$ cat config.mk
export PLATFORM = sky130hd
export DESIGN_NAME = adder_arbiter
export DESIGN_NICKNAME = d
export VERILOG_FILES = /design/src/rtl/adder_arbiter_pkg.sv /design/src/rtl/adder_arbiter_rr.sv /design/src/rtl/adder_arbiter.sv
export SDC_FILE = /design/constraint.sdc
export NUM_CORES = 1
export LEC_CHECK = 0
export BUFFER_PORTS_ARGS = -buffer_cell sky130_fd_sc_hd__buf_4
export CAP_MARGIN = 20
export CORE_AREA = 2 2 86 88
export CTS_BUF_LIST = sky130_fd_sc_hd__clkbuf_4 sky130_fd_sc_hd__clkbuf_8
export CTS_CLUSTER_DIAMETER = 200
export DETAILED_ROUTE_END_ITERATION = 8
export DIE_AREA = 0 0 88 90
export GPL_ROUTABILITY_DRIVEN = 0
export PLACE_DENSITY = 0.89
export REMOVE_ABC_BUFFERS = 1
export SLEW_MARGIN = 20
export SYNTH_ARGS = -nofsm -noshare
export SYNTH_HDL_FRONTEND = slang
export SYNTH_SLANG_ARGS = --single-unit
$ cat constraint.sdc
create_clock -name clk -period 6 [get_ports clk]
set_input_delay 1.8 -clock clk [delete_from_list [all_inputs] [get_ports clk]]
set_output_delay 1.8 -clock clk [all_outputs]
set_load 0.1 [all_outputs]
$ cat src/rtl/adder_arbiter_pkg.sv
// Shared definitions for the adder_arbiter block.
// Holds the default operand width, the default requester count and the
// function that derives the requester-index width from the requester count.
package adder_arbiter_pkg;

    localparam int DEFAULT_WIDTH = 32'sd16;
    localparam int DEFAULT_N_REQ = 32'sd4;

    // Smallest w >= 1 with 2**w >= n (clog2, but never zero so an index port
    // always has at least one bit).
    function automatic int id_width(input int n);
        int w;
        w = 32'sd1;
        while ((32'sd1 << w) < n) begin
            w = w + 32'sd1;
        end
        return w;
    endfunction

endpackage

$ cat src/rtl/adder_arbiter_rr.sv
// rr_arbiter: round-robin arbiter with an owned rotation pointer.
// Ports:
//   clk, rst_n  clock and asynchronous active-low reset
//   valid       per-requester request vector
//   enable      arbitration allowed this cycle (low -> no grant, pointer holds)
//   grant       one-hot grant, all zero when nothing is granted
//   grant_idx   index of the granted requester (meaningful when grant_any)
//   grant_any   a grant is issued this cycle
module rr_arbiter
    import adder_arbiter_pkg::*;
#(
    parameter int N_REQ = DEFAULT_N_REQ,
    parameter int ID_W  = id_width(N_REQ)
) (
    input  logic             clk,
    input  logic             rst_n,
    input  logic [N_REQ-1:0] valid,
    input  logic             enable,
    output logic [N_REQ-1:0] grant,
    output logic [ID_W-1:0]  grant_idx,
    output logic             grant_any
);

    logic [ID_W-1:0] ptr_r;
    logic [ID_W-1:0] cand_s;
    logic [ID_W-1:0] pick_s;
    logic            found_s;

    // Scan upward from the pointer with wrap; the first valid requester wins.
    always_comb begin
        pick_s  = ptr_r;
        found_s = 1'b0;
        cand_s  = ptr_r;
        for (int off = 0; off < N_REQ; off++) begin
            cand_s = ID_W'((int'(ptr_r) + off) % N_REQ);
            if (!found_s && valid[cand_s]) begin
                found_s = 1'b1;
                pick_s  = cand_s;
            end else begin
                found_s = found_s;
            end
        end
    end

    // Expand the winner into a one-hot grant, suppressed when not enabled.
    always_comb begin
        grant     = '0;
        grant_any = enable & found_s;
        grant_idx = pick_s;
        if (grant_any) begin
            grant[pick_s] = 1'b1;
        end else begin
            grant = '0;
        end
    end

    // Pointer moves to one past the winner after a grant, otherwise holds.
    always_ff @(posedge clk or negedge rst_n) begin
        if (!rst_n) begin
            ptr_r <= '0;
        end else if (grant_any) begin
            ptr_r <= (pick_s == ID_W'(N_REQ - 1)) ? '0 : pick_s + ID_W'(1'b1);
        end else begin
            ptr_r <= ptr_r;
        end
    end

endmodule

$ cat src/rtl/adder_arbiter.sv
// adder_arbiter: N_REQ requesters share one WIDTH-bit adder through a
// round-robin arbiter and a 2-stage pipeline (S1 operands, S2 result).
// Ports:
//   clk, rst_n  clock and asynchronous active-low reset
//   req_valid   per-requester operand-pair valid
//   req_a/req_b packed operands, requester i in bits [i*WIDTH +: WIDTH]
//   req_ready   one-hot grant (combinational)
//   res_valid   result valid; res_ready downstream accept
//   res_sum     A+B modulo 2**WIDTH; res_carry carry-out; res_id requester
module adder_arbiter
    import adder_arbiter_pkg::*;
#(
    parameter int WIDTH = DEFAULT_WIDTH,
    parameter int N_REQ = DEFAULT_N_REQ,
    parameter int ID_W  = id_width(N_REQ)
) (
    input  logic                   clk,
    input  logic                   rst_n,
    input  logic [N_REQ-1:0]       req_valid,
    input  logic [N_REQ*WIDTH-1:0] req_a,
    input  logic [N_REQ*WIDTH-1:0] req_b,
    output logic [N_REQ-1:0]       req_ready,
    output logic                   res_valid,
    input  logic                   res_ready,
    output logic [WIDTH-1:0]       res_sum,
    output logic                   res_carry,
    output logic [ID_W-1:0]        res_id
);

    logic             stall_s;
    logic             arb_en_s;
    logic [N_REQ-1:0] grant_s;
    logic [ID_W-1:0]  grant_idx_s;
    logic             grant_any_s;
    logic [WIDTH-1:0] sel_a_s;
    logic [WIDTH-1:0] sel_b_s;
    logic [WIDTH:0]   sum_s;

    logic             s1_valid_r;
    logic [WIDTH-1:0] s1_a_r;
    logic [WIDTH-1:0] s1_b_r;
    logic [ID_W-1:0]  s1_id_r;

    // A held result freezes the whole pipe. Reset also gates arbitration so
    // no grant is shown while rst_n is low.
    assign stall_s   = res_valid & ~res_ready;
    assign arb_en_s  = rst_n & ~stall_s;
    assign req_ready = grant_s;

    rr_arbiter #(
        .N_REQ (N_REQ),
        .ID_W  (ID_W)
    ) u_arb (
        .clk       (clk),
        .rst_n     (rst_n),
        .valid     (req_valid),
        .enable    (arb_en_s),
        .grant     (grant_s),
        .grant_idx (grant_idx_s),
        .grant_any (grant_any_s)
    );

    // One-hot AND-OR mux picks the granted requester's operands.
    always_comb begin
        sel_a_s = '0;
        sel_b_s = '0;
        for (int i = 0; i < N_REQ; i++) begin
            if (grant_s[i]) begin
                sel_a_s = sel_a_s | req_a[i*WIDTH +: WIDTH];
                sel_b_s = sel_b_s | req_b[i*WIDTH +: WIDTH];
            end else begin
                sel_a_s = sel_a_s;
                sel_b_s = sel_b_s;
            end
        end
    end

    // The single shared adder; the extra top bit is the carry-out.
    assign sum_s = {1'b0, s1_a_r} + {1'b0, s1_b_r};

    // Stage 1: capture the granted pair, or a bubble when nothing was granted.
    always_ff @(posedge clk or negedge rst_n) begin
        if (!rst_n) begin
            s1_valid_r <= 1'b0;
            s1_a_r     <= '0;
            s1_b_r     <= '0;
            s1_id_r    <= '0;
        end else if (!stall_s) begin
            s1_valid_r <= grant_any_s;
            s1_a_r     <= sel_a_s;
            s1_b_r     <= sel_b_s;
            s1_id_r    <= grant_idx_s;
        end else begin
            s1_valid_r <= s1_valid_r;
            s1_a_r     <= s1_a_r;
            s1_b_r     <= s1_b_r;
            s1_id_r    <= s1_id_r;
        end
    end

    // Stage 2: register the sum; holds unchanged while downstream stalls.
    always_ff @(posedge clk or negedge rst_n) begin
        if (!rst_n) begin
            res_valid <= 1'b0;
            res_sum   <= '0;
            res_carry <= 1'b0;
            res_id    <= '0;
        end else if (!stall_s) begin
            res_valid <= s1_valid_r;
            res_sum   <= sum_s[WIDTH-1:0];
            res_carry <= sum_s[WIDTH];
            res_id    <= s1_id_r;
        end else begin
            res_valid <= res_valid;
            res_sum   <= res_sum;
            res_carry <= res_carry;
            res_id    <= res_id;
        end
    end

endmodule

==> results.ini, run 1 <==
[outcome]
status=complete, no violations

[grt]
maximum_number_of_pins_on_one_net_before_global_route_repair=58
grt_pass1_vias=3874
grt_remaining_overflow=0
grtUsageTotal=0.281
antenna_violations_before_repair=0
first_pass_grt_wire_length_um=17900

[route]
first_iter_violations=250
met2_wirelength_um=5320
num_vias=3927
drt-total-wl_um=10700
drt_pass1_iterations=5
wl_per_cell_um=15.8
route.top_layer_used=met4
wl_met3_um=542
m1WireLength_um=4590
antenna_left=0
drt_drc_violations_left=0
routed_via_density=5.78

[timing]
report.final.setup_viol=0
fin_tns_setup_ps=0
rsz0062_at_grt=false
final.period_utilization=0.874
tightestPinTransition_ps=714
relative_slew_margins=0.523
finalWorstSetupSlack_ps=755
finalMaxSlewViolations=0
skew_ps=9.63
report.final.hold_viol_count=0
max_clock_freq_mhz=191
fin_crit_ps=5250

[setup_path]
depth_of_the_worst_register_to_register_path=8
cp_common_cell=sky130_fd_sc_hd__buf_4
critical_path.reg2reg.startpoint=u_arb.ptr_r[1]$_DFFE_PN0N_
worstPathMaxFanout=5
critical_path.slowest_cell=sky130_fd_sc_hd__o41ai_1
crit_required_ps=4200
timing.critical_path.from_type=input port
crit_chain=buf_4, nor2b_1, o41ai_1, ha_1, inv_1, nor2_1, buf_4
critPathCaptureType=output pin
critical-path-top-delay-family=compound AO/OA/AOI/OAI gates
cp.arrival_ps=3450
worstSetupStartpoint=req_valid[0]
critical_r2r_capture=s1_a_r[1]$_DFFE_PN0N_
r2r_setup_slack_ps=3510
slowest_delay_ps=640
setup.worst_path.class=input port to output pin
critical_path.n_buffers_inverters=3

[clocking]
tritoncts.num_buffers=9
insertion_delay_ps=340
cts.path.max_buffers=2
clkTransAtPathRegs_ps=70
postCtsSetupRepairBufs=0
clock-root-buffer=sky130_fd_sc_hd__clkbuf_8
hold_buffers=0
cts-resized-gates=0
htree_num_levels=3
cts_tree=done
clkSinkCount=57

[synth]
proportion_of_synthesized_flip_flops_having_asynchronous_set_or_reset=1.00
yosys.cell_count.top_type=sky130_fd_sc_hd__nand2_1
yosys-top-cells-area=sky130_fd_sc_hd__dfrtp_1 (39%), sky130_fd_sc_hd__a221oi_1 (7.6%), sky130_fd_sc_hd__a22o_1 (7.6%), sky130_fd_sc_hd__nand2_1 (6.8%), sky130_fd_sc_hd__ha_1 (6.8%)
ys_seq_elements=57
netlist_area_um2=3700
number_of_synthesized_flops_with_an_enable_pin=0
netlist_top_cells_count=sky130_fd_sc_hd__nand2_1 (67), sky130_fd_sc_hd__dfrtp_1 (57), sky130_fd_sc_hd__nor2_1 (33), sky130_fd_sc_hd__o21ai_1 (33)
yosys.area.top_type=sky130_fd_sc_hd__dfrtp_1
area_fraction_of_the_dominant_cell_type_after_synthesis=0.386
post_synth_inst_count=430
synth_seq_area_share=0.386
dominantRegCellSynth=sky130_fd_sc_hd__dfrtp_1
syn_area_per_cell_um2=8.60
yosys_warnings=0
ys_types=51

[pwr]
power_mw=2.45
p_per_area_nw_per_um2=476
static-leakage-power_nw=2.48
ir_drop_v=0.000348

[hold_path]
min-delay-path-class=flop to flop
whs_path_depth=1
hold_path.startpoint=s1_valid_r$_DFFE_PN0N_
hold-path-endpoint=res_valid$_DFFE_PN0N_

[layout]
finish.cell_count_without_fillers=679
layout-drive-gt1-share=0.329
antenna-diode-count=0
area_delta_synth_final_pct=39.5
postLayoutCoreUtil=0.734
post_layout_net_count=732

[placement]
dpl.hpwl_um=7990
pre_cts_slack_ps=786
placed_cells=663
port_buffers=158

[floorplan]
io_pins=159
core_box_area_um2=7020
fp.dieArea_um2=7920
floorplan.die.height_um=90
start_util=0.526
floorplan.die.width_um=88
placementRows=31

[flow_run]
cap_violations=0

[worst max-delay path by stage]
stage               slack (ps)            to  depth (start not counted)
finish                     750  req_ready[3]                          7
floorplan                 -640  req_ready[0]                          3
global placement           820  req_ready[3]                          7
CTS                        780  req_ready[3]                          7
detailed placement         790  req_ready[3]                          7
global route               660  req_ready[3]                          7
[layout by cell type (no fill, tap or decap), types with 2 or more instances in the layout]
cell type / netlist / final
sky130_fd_sc_hd__clkbuf_8: 0 / 12
sky130_fd_sc_hd__nor3b_1: 2 / 2
sky130_fd_sc_hd__a221oi_1: 32 / 32
sky130_fd_sc_hd__o21ai_0: 13 / 13
sky130_fd_sc_hd__nand2b_1: 4 / 4
sky130_fd_sc_hd__a22o_1: 32 / 32
sky130_fd_sc_hd__nand3_1: 6 / 6
sky130_fd_sc_hd__dfrtp_1: 57 / 57
sky130_fd_sc_hd__inv_1: 9 / 9
sky130_fd_sc_hd__nor2_1: 33 / 33
sky130_fd_sc_hd__ha_1: 20 / 20
sky130_fd_sc_hd__xor2_1: 4 / 4
sky130_fd_sc_hd__or3_1: 2 / 2
sky130_fd_sc_hd__buf_4: 0 / 165
sky130_fd_sc_hd__and3_1: 5 / 5
sky130_fd_sc_hd__nand2_1: 67 / 67
sky130_fd_sc_hd__nor4_1: 4 / 4
sky130_fd_sc_hd__a21o_1: 2 / 2
sky130_fd_sc_hd__nor2b_1: 5 / 4
sky130_fd_sc_hd__o211ai_1: 3 / 3
sky130_fd_sc_hd__clkinv_2: 0 / 3
sky130_fd_sc_hd__o21ai_1: 33 / 33
sky130_fd_sc_hd__nor3_1: 6 / 6
sky130_fd_sc_hd__inv_2: 2 / 2
sky130_fd_sc_hd__o22ai_1: 3 / 3
sky130_fd_sc_hd__a21oi_1: 29 / 29
sky130_fd_sc_hd__nand4_1: 2 / 2
[where the power goes]
group	leakage (nW)	total, mW	switching [mW]	internal, mW
logic	1.65	1.51	1.02	0.492
clock network	0.0980	0.327	0.148	0.179
registers	0.728	0.615	0.0890	0.526
total	2.48	2.45	1.26	1.20
[sequential cells by signal, indices dropped and copies added (netlist names)]
register	count
s1_valid_r	1
res_valid	1
s1_id_r	2
u_arb.ptr_r	2
s1_b_r	16
res_id	2
s1_a_r	16
res_sum	16
res_carry	1
[logic make-up (layout without fill, tap and decap cells)]
family,Yosys count,after routing,share of synthesized area
AO/OA/AOI/OAI,163,163,0.314
buffers and inverters,42,192,0.0430
adder cells (fa/ha/maj),21,21,0.0731
flip-flops,57,57,0.386
multiplexers,1,1,0.00305
XOR/XNOR,5,5,0.0118
AND/OR/NAND/NOR,141,141,0.169
[stage by stage]
stage	hold slack, ps	instance area [um2]
after detailed placement	457	4950
after floorplan	435	3580
final	469	5160
after global routing	508	5160
after global placement	448	4950
after CTS	470	5130
[metal layers]
metal / GRT usage / vias to the layer above
li1: - / 1896
met4: 0.105 / 0
met3: 0.0376 / 23
met1: 0.380 / 1860
met2: 0.456 / 148
met5: 0 / -
[worst reg2reg max path: cells and delay by family (launching register included)]
family / cells / cell delay [ps]
and+or+nand+nor: 1 / 90
AOI/OAI and AO/OA: 4 / 1240
DFF: 1 / 440
buffers and inverters: 2 / 360
adders and majority gates: 1 / 230
[cell type report]
type / instances / area (um2)
Multi-Input combinational cell: 331 / 2120
Fill cell: 512 / 1860
Sequential cell: 57 / 1430
Timing Repair Buffer: 166 / 1270
Clock buffer: 12 / 165
Tap cell: 99 / 124
Inverter: 11 / 41.3
Clock inverter: 3 / 15.0
Power figures use the tool's default switching activity.
==> inputs of run 2 (changes only) <==
--- a/config.mk
+++ b/config.mk
@@ -7,13 +7,13 @@
 export LEC_CHECK = 0
 export BUFFER_PORTS_ARGS = -buffer_cell sky130_fd_sc_hd__buf_4
 export CAP_MARGIN = 20
-export CORE_AREA = 2 2 86 88
+export CORE_AREA = 2 2 91 84
 export CTS_BUF_LIST = sky130_fd_sc_hd__clkbuf_4 sky130_fd_sc_hd__clkbuf_8
 export CTS_CLUSTER_DIAMETER = 200
 export DETAILED_ROUTE_END_ITERATION = 8
-export DIE_AREA = 0 0 88 90
+export DIE_AREA = 0 0 93 86
 export GPL_ROUTABILITY_DRIVEN = 0
-export PLACE_DENSITY = 0.89
+export PLACE_DENSITY = 0.88
 export REMOVE_ABC_BUFFERS = 1
 export SLEW_MARGIN = 20
 export SYNTH_ARGS = -nofsm -noshare
==> run 2 against run 1 <==
Design area increased by 0.39%. Critical endpoint unchanged. Clock power increased by 17%. Critical path type unchanged. Count of clock-buffer cells in the layout increased by 2. Via count increased by 1.6%. Combinational power about the same. First-iteration DRC count increased by 15%. Worst setup slack got worse by 25 ps. Largest power group unchanged. Global-route usage about the same. Largest cell class unchanged. Maximum frequency decreased by 0.48%.
==> results.ini, run 2 (synthesis results as in run 1) <==
[timing]
report.final.setup_viol=0  ; unchanged
report.final.hold_viol_count=0  ; unchanged
tightestPinTransition_ps=688  ; -26.7 ps
final.period_utilization=0.878  ; +0.00418
skew_ps=9.02  ; -0.612 ps
fin_crit_ps=5270  ; +25.1 ps
finalMaxSlewViolations=0  ; unchanged
worst_hold_slack_ps=473  ; +3.24 ps
finalWorstSetupSlack_ps=730  ; -25.1 ps
max_clock_freq_mhz=190  ; -0.48%
rsz0062_at_grt=false
relative_slew_margins=0.542  ; +0.0188

[setup_path]
r2r_setup_slack_ps=3450  ; -60 ps
crit_required_ps=4200  ; about the same
setup.worst_path.class=input port to output pin
critical_path.slowest_cell=sky130_fd_sc_hd__o41ai_1
critPathCaptureType=output pin
depth_of_the_worst_register_to_register_path=8  ; unchanged
timing.critical_path.from_type=input port
crit_chain=buf_4, nor2b_1, o41ai_1, ha_1, inv_1, nor2_1, buf_4
slowest_delay_ps=640  ; about the same
cp_common_cell=sky130_fd_sc_hd__buf_4
worstSetupStartpoint=req_valid[0]
worstPathMaxFanout=5  ; unchanged
critical_path.reg2reg.startpoint=u_arb.ptr_r[1]$_DFFE_PN0N_
cp.arrival_ps=3470  ; +20 ps

[route]
routed_via_density=5.92  ; +2.4%
antenna_left=0  ; unchanged
drt_pass1_iterations=5  ; unchanged
num_vias=3991  ; +1.6%
first_iter_violations=288  ; +15%
wl_per_cell_um=16.1  ; +2.1%
drt-total-wl_um=10800  ; +1.4%
drt_drc_violations_left=0  ; unchanged

[layout]
postLayoutCellArea_um2=5180  ; +0.39%
postLayoutCoreUtil=0.743  ; +0.00855
layout.cells.most_common_list=sky130_fd_sc_hd__buf_4 (165), sky130_fd_sc_hd__nand2_1 (67), sky130_fd_sc_hd__dfrtp_1 (57), sky130_fd_sc_hd__nor2_1 (33), sky130_fd_sc_hd__o21ai_1 (33)
layout_commonest_cell=sky130_fd_sc_hd__buf_4
layout-drive-gt1-share=0.330  ; +0.00115
antenna-diode-count=0  ; unchanged
largestRegisters=res_sum x16, s1_a_r x16, s1_b_r x16
area_delta_synth_final_pct=40.0
post_layout_net_count=732  ; unchanged
finish.cell_count_without_fillers=674  ; -0.74%

[clocking]
insertion_delay_ps=340  ; about the same
clkTransAtPathRegs_ps=60  ; about the same
postCtsSetupRepairBufs=0  ; unchanged
tritoncts.num_buffers=9  ; unchanged
htree_num_levels=3  ; unchanged
cts_tree=done
clkSinkCount=57  ; unchanged
clock-root-buffer=sky130_fd_sc_hd__clkbuf_8
cts.path.max_buffers=2  ; unchanged
hold_buffers=0  ; unchanged
cts-resized-gates=0  ; unchanged

[floorplan]
start_util=0.531  ; +0.00407
fp.dieArea_um2=8000  ; +0.98%
floorplan.die.height_um=86  ; -4.4%
floorplan.die.width_um=93  ; +5.7%
io_pins=159  ; unchanged
placementRows=29  ; -6.5%
core_box_area_um2=6970  ; -0.77%

[pwr]
ir_drop_v=0.000321  ; -7.7%
static-leakage-power_nw=2.49  ; +0.49%
p_per_area_nw_per_um2=487  ; +2.2%

[hold_path]
hold_path.startpoint=s1_valid_r$_DFFE_PN0N_
whs_path_depth=1  ; unchanged
min-delay-path-class=flop to flop

[placement]
dpl.hpwl_um=8070  ; +0.96%
postPlaceCellArea_um2=4940  ; -0.15%
placed_cells=657  ; -0.90%
pre_cts_slack_ps=745  ; -40.7 ps
port_buffers=158  ; unchanged

[grt]
maximum_number_of_pins_on_one_net_before_global_route_repair=58  ; unchanged
antenna_violations_before_repair=0  ; unchanged
first_pass_grt_wire_length_um=17900  ; +0.35%
grt_remaining_overflow=0  ; unchanged
grt_pass1_vias=3903  ; +0.75%
grtUsageTotal=0.281  ; -0.000411

[flow_run]
cap_violations=0  ; unchanged

[outcome]
status=complete, no violations

[run 2: final timing paths]
check	end
min in group asynchronous	s1_a_r[12]$_DFFE_PN0N_
max	req_ready[3]
min	res_valid$_DFFE_PN0N_
max in group asynchronous	res_sum[10]$_DFFE_PN0N_
min reg2reg	res_valid$_DFFE_PN0N_
max reg2reg	s1_a_r[10]$_DFFE_PN0N_
[run 2: stage by stage]
step	setup TNS [ps]	power (mW)
after floorplan	-2550	1.72
after global placement	0	2.07
after detailed placement	0	2.12
after CTS	0	2.51
after global routing	0	2.67
final	0	2.52
[run 2: area by class of cell]
cell class / count / area, um2
inverters: 11 / 41.3
well taps: 93 / 116
flip-flops and latches: 57 / 1430
clock inverters: 2 / 35.0
fillers: 529 / 1790
repair buffers: 166 / 1260
multi-input cells: 331 / 2120
clock buffers: 14 / 180
[run 2: worst max-delay path: cells and delay by family]
kind,cells,cell delay [ps]
adder cells (fa/ha/maj),1,300
AND/OR/NAND/NOR,2,240
buffers and inverters,3,490
AO/OA/AOI/OAI,1,640
[run 2: routing by layer]
layer	up-vias	global-route usage	wire, um
met5	-	0	0
met4	0	0.136	296
met3	30	0.0536	751
met2	198	0.454	5180
met1	1869	0.364	4630
li1	1894	-	-
[run 2: where the power goes]
part           switching, mW  internal [mW]
Combinational           1.03          0.492
Sequential            0.0881          0.526
Clock                  0.148          0.234
Total                   1.27           1.25
